[config.mk]
export PLATFORM = sky130hd
export DESIGN_NAME = sad_stream_acc
export DESIGN_NICKNAME = d
export VERILOG_FILES = /design/src/rtl/sad_stream_acc.sv
export SDC_FILE = /design/constraint.sdc
export NUM_CORES = 1
export LEC_CHECK = 0
export ABC_CLOCK_PERIOD_IN_PS = 4900
export BUFFER_PORTS_ARGS = -buffer_cell sky130_fd_sc_hd__buf_2
export CAP_MARGIN = 20
export CORE_MARGIN = 4
export CORE_UTILIZATION = 35
export CTS_CLUSTER_DIAMETER = 100
export DETAILED_ROUTE_END_ITERATION = 16
export PLACE_DENSITY = 0.5
export SETUP_SLACK_MARGIN = 0.4
export SLEW_MARGIN = 20
export SYNTH_ARGS = -nofsm -noshare
export SYNTH_HDL_FRONTEND = slang
export SYNTH_SLANG_ARGS = --single-unit
[constraint.sdc]
create_clock -name clk -period 4.9 [get_ports clk]
set_clock_uncertainty 0.1 [all_clocks]
set_input_delay 0.735 -clock clk [delete_from_list [all_inputs] [get_ports clk]]
set_output_delay 0.735 -clock clk [all_outputs]
set_load 0.01 [all_outputs]
[src/rtl/sad_stream_acc.sv]
// sad_stream_acc: streaming sum-of-absolute-differences accumulator.
// Each accepted beat carries LANES pixel pairs. Stage 1 registers the
// per-lane |a-b|, already truncated when the block runs in approximate
// mode. Stage 2 folds the lane sum into the block accumulator and loads
// the result register on the last beat of each block.
module sad_stream_acc #(
  parameter int W          = 8,
  parameter int LANES      = 4,
  parameter int BEATS      = 4,
  parameter int APPROX_LSB = 2,
  parameter int SAD_W      = W + $clog2(LANES * BEATS)
) (
  input  logic               clk,
  input  logic               rst_n,
  input  logic               in_valid,
  output logic               in_ready,
  input  logic [LANES*W-1:0] in_a,
  input  logic [LANES*W-1:0] in_b,
  input  logic               approx_en,
  input  logic               flush,
  output logic               out_valid,
  input  logic               out_ready,
  output logic [SAD_W-1:0]   out_sad,
  output logic               out_approx
);

  localparam int LSUM_W = W + $clog2(LANES);
  localparam int CNT_W  = (BEATS > 1) ? $clog2(BEATS) : 1;
  localparam logic [W-1:0]     AMASK    = {W{1'b1}} << APPROX_LSB;
  localparam logic [CNT_W-1:0] LAST_CNT = CNT_W'(BEATS - 1);

  logic               stall;
  logic               accept;
  logic               blk_mode;
  logic               beat_last;
  logic [LANES*W-1:0] diff_next;
  logic [LSUM_W-1:0]  lane_sum;
  logic [SAD_W-1:0]   acc_sum;

  logic [CNT_W-1:0]   cnt_reg;
  logic               mode_reg;
  logic               s1_valid_reg;
  logic               s1_last_reg;
  logic               s1_mode_reg;
  logic [LANES*W-1:0] s1_diff_reg;
  logic [SAD_W-1:0]   acc_reg;
  logic               out_valid_reg;
  logic [SAD_W-1:0]   out_sad_reg;
  logic               out_approx_reg;

  assign stall     = out_valid_reg & ~out_ready;
  assign in_ready  = ~stall & ~flush;
  assign accept    = in_valid & in_ready;
  // The first beat of a block takes its mode straight from approx_en;
  // later beats reuse the mode latched on that first beat.
  assign blk_mode  = (cnt_reg == '0) ? approx_en : mode_reg;
  assign beat_last = (cnt_reg == LAST_CNT);

  // Per-lane absolute difference, truncated in approximate mode.
  generate
    for (genvar gi = 0; gi < LANES; gi++) begin : g_lane
      logic [W-1:0] a_l;
      logic [W-1:0] b_l;
      logic [W-1:0] d_l;
      assign a_l = in_a[gi*W +: W];
      assign b_l = in_b[gi*W +: W];
      assign d_l = (a_l >= b_l) ? (a_l - b_l) : (b_l - a_l);
      assign diff_next[gi*W +: W] = blk_mode ? (d_l & AMASK) : d_l;
    end
  endgenerate

  // Sum of the registered lane differences (width sized so it cannot wrap).
  always_comb begin
    lane_sum = '0;
    for (int i = 0; i < LANES; i++) begin
      lane_sum = lane_sum + LSUM_W'(s1_diff_reg[i*W +: W]);
    end
  end

  assign acc_sum = acc_reg + SAD_W'(lane_sum);

  // Stage 1 and beat counter: capture accepted beats, hold under stall.
  always_ff @(posedge clk or negedge rst_n) begin
    if (!rst_n) begin
      cnt_reg      <= '0;
      mode_reg     <= 1'b0;
      s1_valid_reg <= 1'b0;
      s1_last_reg  <= 1'b0;
      s1_mode_reg  <= 1'b0;
      s1_diff_reg  <= '0;
    end else if (flush) begin
      cnt_reg      <= '0;
      s1_valid_reg <= 1'b0;
    end else if (!stall) begin
      s1_valid_reg <= accept;
      if (accept) begin
        s1_diff_reg <= diff_next;
        s1_last_reg <= beat_last;
        s1_mode_reg <= blk_mode;
        cnt_reg     <= beat_last ? '0 : cnt_reg + 1'b1;
        if (cnt_reg == '0) begin
          mode_reg <= approx_en;
        end
      end
    end
  end

  // Stage 2 and output register: accumulate, emit on last beat, retire on handshake.
  always_ff @(posedge clk or negedge rst_n) begin
    if (!rst_n) begin
      acc_reg        <= '0;
      out_valid_reg  <= 1'b0;
      out_sad_reg    <= '0;
      out_approx_reg <= 1'b0;
    end else begin
      if (out_valid_reg && out_ready) begin
        out_valid_reg <= 1'b0;
      end
      if (flush) begin
        acc_reg <= '0;
      end else if (s1_valid_reg && !stall) begin
        if (s1_last_reg) begin
          out_sad_reg    <= acc_sum;
          out_approx_reg <= s1_mode_reg;
          out_valid_reg  <= 1'b1;
          acc_reg        <= '0;
        end else begin
          acc_reg <= acc_sum;
        end
      end
    end
  end

  assign out_valid  = out_valid_reg;
  assign out_sad    = out_sad_reg;
  assign out_approx = out_approx_reg;

endmodule

# ---- Word level (Yosys, flattened, before mapping)
# Cells that the tools add are included.
dict set report word_totals {
  ff_bits 63
  out_inout_bits 15
}
dict set report classes {
  add_sub_neg 13
  magnitude_cmp 4
  n_eq_ne 2
  n_mux 22
  bitwise_logic 6
  reduce_logical 9
}
# operator n
set ops {}
lappend ops {{$sub 8x8->8} 8}
lappend ops {{$mux 12} 3}
lappend ops {{$ge 8x8->1} 4}
lappend ops {{$mux 8} 4}
lappend ops {{$mux 2} 8}
lappend ops {{$add 12x10->12} 1}
lappend ops {{$add 10x8->10} 1}
lappend ops {{$add 9x8->10} 1}
lappend ops {{$add 8x8->9} 1}
lappend ops {{$mux 1} 7}
lappend ops {{$reduce_and 3->1} 2}
lappend ops {{$reduce_bool 2->1} 2}
lappend ops {{$and 1x1->1} 3}
lappend ops {{$not 1->1} 3}
lappend ops {{$add 2x1->2 const B} 1}
lappend ops {{$eq 2x2->1 const B} 1}
lappend ops {{$logic_and 1x1->1} 2}
lappend ops {{$logic_not 2->1} 1}
lappend ops {{$ne 2x2->1 const B} 1}
lappend ops {{$reduce_and 2->1} 1}
lappend ops {{$logic_not 1->1} 1}

# ---- Longest topological paths before layout
# Gate-level depths: netlist (run 1).
dict set report logic_depth {
  word_depth 8
  depth_mapped 14
}

# ---- Least setup slack after synthesis (run 1)
# Ideal clock, no wire load.
dict set report synth_timing {
  path_kind {reg2reg}
  from {reg s1_diff_reg[2]}
  to {reg out_sad_reg[8], in the netlist out_sad[8]}
  setup_time_ps 125
  t_arrival_ps 3435
  setup_slack_ps 1240
  stages_incl_launch_ff 15
  synth_period_minus_slack_ps 3660
  cell_sequence {dfrtp_1 inv_1 fa_1 inv_1 fa_1 inv_1 fa_1 inv_1 ha_1 a21o_1 a21oi_1 o21ai_0 a31oi_1 xnor2_1 mux2_2}
}
dict set report synth_between {
  elab_chain_len 4
}
# element line_no
set synth_lines {}
lappend synth_lines {{start, declared} 45} ;# logic [LANES*W-1:0] s1_diff_reg;
lappend synth_lines {{start signal, assigned} 97} ;# s1_diff_reg <= diff_next;
lappend synth_lines {{$add 8x8->9} 76} ;# lane_sum = lane_sum + LSUM_W'(s1_diff_reg[i*W +: W]);
lappend synth_lines {{$add 9x8->10} 76}
lappend synth_lines {{$add 10x8->10} 76}
lappend synth_lines {{$add 12x10->12} 80} ;# assign acc_sum = acc_reg + SAD_W'(lane_sum);
lappend synth_lines {{end signal, assigned} 123} ;# out_sad_reg <= acc_sum;
lappend synth_lines {{end, declared} 48} ;# logic [SAD_W-1:0] out_sad_reg;
# Every way passes these cells.
# A chain may end at the register's enable or synchronous reset.

# ---- Worst setup path in the final report (run 1)
dict set report layout_timing {
  from {reg s1_diff_reg[2]}
  to {reg out_sad_reg[10], in the netlist out_sad[10]}
}
# Same word-level chain as after synthesis.

==> metrics.md, run 1 <==
| Metric | Value |
|---|---|
| Worst-path clk slew | 0.05 ns |
| Clk pwr share | 0.187 |
| Max frequency | between 200 and 300 MHz |
| Gr usage total | 0.1337 |
| Register area share after synthesis | 0.2596 |
| CP startpoint | s1_diff_reg[2]$_DFFE_PN0P_ |
| Largest net degree at the start of global routing | 64 |
| WS Path Type | flip-flop to flip-flop |
| Hold crit path type | flip-flop to flip-flop |
| Pint | 0.001886 W |
| Hpwl dp | approximately 10 mm |
| Synth unique cells | 39 |
| Root buf cell | clkbuf_16 |
| Die X-Extent | about 140 um |
| Crit path time final | 3.878 ns |
| Mapped Cells | between 600 and 700 |
| Detailed Route Iter0 Violations | roughly 170 |
| Max-capacitance violation count | 0 |
| P_sw | 0.001402 W |
| Residual DRC | 0 |
| YS warnings | 0 |
| Layout cells sized above 1 | 0.1615 |
| Gate power share | 0.592 |
| Ports | 85 |
| Post-synthesis cell area | 6072 um2 |
| P&R area growth vs syn | 14.20% |
| Drt total wl | 12.58 mm |
| Register area | 1577 um2 |
| Final core utilization | 0.4123 |
| Fraction of registers with async set/reset | 1.000 |
| Crit path top cell by count | inv_1 |
| Rows | 47 |
| Normalized max-slew margin | 0.3225 |
| Crit path max fanout | 3 |
| WL per Instance | 12.98 um |
| H-tree depth | 3 |
| Diodes inserted | 0 |
| Critical R2R Launch | s1_diff_reg[2]$_DFFE_PN0P_ |
| Hold_buf cts | 0 |
| CP endpoint kind | flip-flop |
| GPL Wtd Cong | 0.8198 |
| Final hold vios | 0 |
| Design area | 6934 um2 |
| Status | complete, no violations |
| Worst IR Drop VDD | 0.3064 mV |
| Fillers | about 1700 |
| CTS buffer count | 9 |
| PostCTS Resize Cnt | 0 |
| Post-CTS setup buffers | 0 |
| Worst EP arrival | 3.99 ns |
| Commonest cells post-synth | inv_1 (143), ha_1 (77), dfrtp_1 (63), nand2_1 (57) |
| Slowest cell on crit path | fa_1 |
| PwrDens | 474.3 nW/um2 |
| Initial DRT Pass Iterations | 4 |
| Vias in the first global route | just under 5000 |
| Placed cells | 955 |
| First-pass GRT wire length | 22.11 mm |
| Post-route antenna net violation count | 0 |
| Count of flip-flops with a built-in enable after synthesis | 0 |
| Count leader, synth | inv_1 |
| Clk sinks | 63 |
| Initial Utilization | 0.3610 |
| Max reg flops | 32 |
| Critical Path RT | 5.01 ns |
| Post-Layout Cell Count | 969 |
| Worst Tran Pin Value | between 1 and 1.5 ns |
| Mean Syn Cell Area | 8.996 um2 |
| IO Port Bufs | 84 |
| Syn_nets | between 800 and 900 |
| Top Family by Delay on Critical Path | adder cells |
| Core Footprint | 16820 um2 |
| Area of the multi-input gates | 3824 um2 |
| Initial antenna violation count | 0 |
| Final period utilization | 0.7914 |
| Vias | 4594 |
| Sequential share of power | 0.220 |
| Hold Path Origin | out_sad[7]$_DFFE_PN0P_ |
| Area after DPL | 6648 um2 |
| Switching share of power | 0.4264 |
| Synth Flop Type | dfrtp_1 |
| Worst-path cell chain | inv_1 -> fa_1 -> inv_1 -> fa_1 -> inv_1 -> fa_1 -> inv_1 -> ha_1 -> a21o_1 -> a21oi_1 -> o21ai_0 -> a31oi_1 -> xnor2_1 -> mux2_2 |
| Post-DR vias/cell | approximately 4.7 |
| Die footprint | 19520 um2 |
| Gr ovfl total | 0 |
| Number of synthesized register bits | 63 |
| Max-slew violations | 0 |
| Setup_tns | 0 ns |
| CTS tree | yes |
| Height of the die | ~140 um |
| Largest stage delay, worst path | 0.55 ns |
| Synth area leader | dfrtp_1 |
| Critical Path Source Type | flip-flop |
| Top cell type's share of synthesized area | 0.2596 |
| Area contributors post-synth | dfrtp_1 (26%), ha_1 (16%), fa_1 (10%) |
| Unrepaired setup endpoints after global routing | no |
| Worst skew pair latency | between 0.3 and 0.4 ns |
| Final setup violation count | 0 |
| Leakage | 3.887 nW |
| Max clock buf depth | 2 |
| Crit path buf inv count | 4 |
| Final net count | 924 |
## power groups by stage
| stage | Clock [W] | Combinational (W) | Sequential (W) |
|---|---|---|---|
| after floorplan | 0 | 0.00152 | 0.000730 |
| after global placement | 0 | 0.00195 | 0.000734 |
| after detailed placement | 0 | 0.00197 | 0.000734 |
| after CTS | 0.000631 | 0.00198 | 0.000728 |
| after global routing | 0.000654 | 0.00228 | 0.000743 |
| final | 0.000616 | 0.00195 | 0.000724 |
## through the flow
stage / power [W] / hold WS, ns / setup slack (ns)
floorplan: 0.002248 / 0.3394 / 1.240
global placement: 0.002682 / 0.3615 / 1.060
detailed placement: 0.002699 / 0.3657 / 1.016
CTS: 0.003340 / 0.3770 / 1.001
global route: 0.003677 / 0.4044 / 0.7718
finish: 0.003289 / 0.3666 / 1.022
## worst min-delay path, stage by stage, from the launching register on
cell and delay, ns:
dfrtp_1 0.33, nand2_1 0.04, o21ai_0 0.05
## cells by family (layout without fill, tap and decap cells)
group | count (synthesis) | in the layout | share of synthesized area
xor gates and xnor gates | 31 | 31 | 0.04471
muxes | 40 | 40 | 0.06800
buffers and inverters | 169 | 243 | 0.1107
AOI/OAI and AO/OA | 162 | 162 | 0.1793
adders and majority gates | 108 | 108 | 0.2609
and+or+nand+nor | 102 | 102 | 0.07686
DFF | 63 | 63 | 0.2596
## layout make-up
| type | count | share of cell area |
|---|---|---|
| Tap cell | 220 | 0.03970 |
| Multi-Input combinational cell | 443 | 0.5514 |
| Inverter | 143 | 0.07741 |
| Timing Repair Buffer | 86 | 0.06279 |
| Clock buffer | 10 | 0.03446 |
| Sequential cell | 63 | 0.2274 |
| Clock inverter | 4 | 0.006857 |
## layer usage
layer  wire length (um)  up-vias  global-route usage
li1                   -     2376                   -
met1               6021     2136              0.1756
met2               6008       69              0.2302
met3                419       13             0.02161
met4                133        0             0.03366
met5                  0        -                   0
## layout by cell type, fill, tap and decap left out, drive strengths merged, types with 9 or more instances in the layout
cell type  Yosys  routed
clkbuf        16      10
mux2          10      10
buf           10      86
a22o           9       9
a21o          31      31
inv          143     143
nand4         10      10
mux2i         30      30
ha            77      77
a211oi        13      13
a21oi         26      26
nor2           9       9
xnor2         18      18
dfrtp         63      63
nand3         10      10
nand2         57      57
fa            31      31
a31oi         23      23
o21ai         43      43
xor2          13      13
## worst paths after layout
path	end	slack, ns	depth (start not counted)
min reg2reg	out_sad[7]$_DFFE_PN0P_	0.37	2
min in group asynchronous	out_sad[0]$_DFFE_PN0P_	0.49	2
max reg2reg	out_sad[10]$_DFFE_PN0P_	1.02	14
max	out_sad[10]$_DFFE_PN0P_	1.02	14
max in group asynchronous	cnt_reg[0]$_DFFE_PN0P_	3.68	2
min	out_sad[7]$_DFFE_PN0P_	0.37	2
(Power assumes the default switching activity.)
==> run 2, diff against run 1 <==
--- a/config.mk
+++ b/config.mk
@@ -5,7 +5,7 @@
 export SDC_FILE = /design/constraint.sdc
 export NUM_CORES = 1
 export LEC_CHECK = 0
-export ABC_CLOCK_PERIOD_IN_PS = 4900
+export ABC_CLOCK_PERIOD_IN_PS = 3900
 export BUFFER_PORTS_ARGS = -buffer_cell sky130_fd_sc_hd__buf_2
 export CAP_MARGIN = 20
 export CORE_MARGIN = 4
==> constraint.sdc (replaced) <==
create_clock -name clk -period 3.9 [get_ports clk]
set_clock_uncertainty 0.1 [all_clocks]
set_input_delay 0.585 -clock clk [delete_from_list [all_inputs] [get_ports clk]]
set_output_delay 0.585 -clock clk [all_outputs]
set_load 0.01 [all_outputs]
==> run 2 against run 1 <==
Compared with the run above: fmax up 6.0%; clock power up 40%; setup slack worse by 0.78 ns; global-route usage down 0.095 points; largest power group unchanged.
==> metrics.md, run 2 (synthesized netlist as in run 1, its figures left out) <==
| Metric | Value |
|---|---|
| Status | complete, no violations |
| Area after DPL | 6668 um2 |
| Height of the die | 139.7 um |
| Vias | 4651 |
| Pint | 0.002802 W |
| Diodes inserted | 0 |
| Drt total wl | 12.84 mm |
| Commonest non-fill, non-tap cell in the layout | inv_1 |
| Final setup violation count | 0 |
| Most frequent cells in the layout | inv_1 (134), buf_2 (84), ha_1 (73), dfrtp_1 (63), nand2_1 (57) |
| Initial Utilization | 0.3610 |
| Hpwl dp | between 10 and 15 mm |
| Worst IR Drop VDD | 0.4493 mV |
| Switching share of power | 0.4240 |
| PwrDens | 677.9 nW/um2 |
| WL per Instance | ~13 um |
| Worst r2r dst | out_sad[9]$_DFFE_PN0P_ |
| P_sw | between 0.002 and 0.0025 W |
| Worst Tran Pin Value | 1.006 ns |
| Unrepaired setup endpoints after global routing | yes |
| Max reg flops | 32 |
| Worst-path clk slew | 0.06 ns |
| CTS buffer count | 9 |
| CP endpoint kind | flip-flop |
| Crit path time final | approximately 3.7 ns |
| H-tree depth | 3 |
| Clk pwr share | 0.178 |
| Crit path max fanout | 3 |
| Max-capacitance violation count | 0 |
| Worst skew pair latency | around 0.33 ns |
| Gr usage total | 0.1328 |
| Power Total | 0.004865 W |
| Hold crit path type | primary input to async pin |
| P&R area growth vs syn | 18.17% |
| Leakage | just under 4 nW |
| Critical Path RT | 4.01 ns |
| CTS tree | yes |
| Root buf cell | clkbuf_16 |
| Layout cells sized above 1 | 0.2087 |
| Initial antenna violation count | 0 |
| Vias in the first global route | 4821 |
| Gr ovfl total | 0 |
| Setup_tns | 0 ns |
| Ports | 85 |
| Hold_buf cts | 0 |
| Detailed Route Iter0 Violations | 182 |
| Sequential share of power | 0.188 |
| Residual DRC | 0 |
| Die footprint | 19520 um2 |
| Normalized max-slew margin | 0.3291 |
| Final hold vios | 0 |
| Die X-Extent | 139.7 um |
| Initial DRT Pass Iterations | 4 |
| Critical R2R Launch | s1_diff_reg[18]$_DFFE_PN0P_ |
| Max frequency | 273.3 MHz |
| Largest net degree at the start of global routing | 33 |
| Rows | 47 |
| Post-DR vias/cell | 4.736 |
| Final period utilization | 0.9383 |
| Critical Path Source Type | flip-flop |
| IO Port Bufs | 84 |
| Max clock buf depth | 2 |
| Design area | 7176 um2 |
| GPL Wtd Cong | 0.8276 |
| Gate power share | 0.635 |
| Fillers | 1700 |
| Max-slew violations | 0 |
| Final net count | 935 |
| Core Footprint | 16820 um2 |
| First-pass GRT wire length | 21.87 mm |
| Worst EP arrival | 3.77 ns |
| WS Path Type | flip-flop to flip-flop |
| R2r setup slk | 0.24 ns |
| Worst reg-to-reg path cell count | 14 |
| Clk sinks | 63 |
| Post-route antenna net violation count | 0 |
run 2: power by group through the flow:
stage | sequential, W | clock [W] | combinational (W)
after detailed placement | 0.000924 | 0 | 0.00257
after global placement | 0.000921 | 0 | 0.00255
final | 0.000912 | 0.000865 | 0.00309
after CTS | 0.000916 | 0.000885 | 0.00275
after floorplan | 0.000918 | 0 | 0.00199
after global routing | 0.000936 | 0.000911 | 0.00349
run 2: how the worst max path moves through the flow:
stage / slack [ns] / cells after the start / endpoint / start
2_1_floorplan: 0.38 / 14 / out_sad[8]$_DFFE_PN0P_ / s1_diff_reg[2]$_DFFE_PN0P_
3_3_place_gp: 0.24 / 14 / out_sad[8]$_DFFE_PN0P_ / s1_diff_reg[2]$_DFFE_PN0P_
3_5_place_dp: 0.13 / 14 / out_sad[11]$_DFFE_PN0P_ / s1_diff_reg[9]$_DFFE_PN0P_
4_1_cts: 0.20 / 14 / out_sad[10]$_DFFE_PN0P_ / s1_diff_reg[18]$_DFFE_PN0P_
5_1_grt: 0.07 / 14 / out_sad[9]$_DFFE_PN0P_ / s1_diff_reg[18]$_DFFE_PN0P_
6_report: 0.24 / 14 / out_sad[9]$_DFFE_PN0P_ / s1_diff_reg[18]$_DFFE_PN0P_
run 2: critical path, stage by stage (launching register included):
cell and delay (ns):
dfrtp_1 0.36, inv_2 0.05, fa_1 0.53, inv_1 0.05, fa_1 0.47, inv_1 0.05
fa_1 0.48, buf_6 0.14, fa_2 0.38, nor2b_1 0.14, o21a_1 0.16, o21ai_2 0.10
a21oi_2 0.19, xor2_2 0.09, mux2_2 0.26
run 2: layout make-up:
type,count,area [um2],share of cell area
inverter,143,536.8,0.07480
multi-input combinational,443,3943,0.5494
tap,220,275.3,0.03836
sequential,63,1577,0.2197
timing repair buffer,97,521.8,0.07271
clock inverter,6,93.84,0.01308
clock buffer,10,229.0,0.03191
run 2: metrics by stage:
stage | utilization | hold WS (ns) | worst slack, ns | cells
after floorplan | - | 0.1894 | 0.3801 | 675
after global placement | 0.3964 | 0.3562 | 0.2412 | 955
after detailed placement | 0.3964 | 0.3730 | 0.1346 | 955
after CTS | 0.4199 | 0.2182 | 0.2034 | 976
after global routing | 0.4266 | 0.2529 | 0.07322 | 982
final | 0.4266 | 0.1954 | 0.2407 | 982
run 2: per-layer routing:
layer	GRT usage	vias up	wire length, um
met5	0	-	0
met4	0.03519	0	145
met3	0.02264	13	433
met2	0.2213	78	6053
met1	0.1790	2166	6207
li1	-	2394	-
run 2: what timing repair did:
item | 4_1_cts | 5_1_grt
hold endpoints to repair | 0 | 0
gates resized for setup | 11 | 18
pin swaps | 17 | 25
buffers inserted | 5 | 6
setup endpoints to repair | 13 | 16
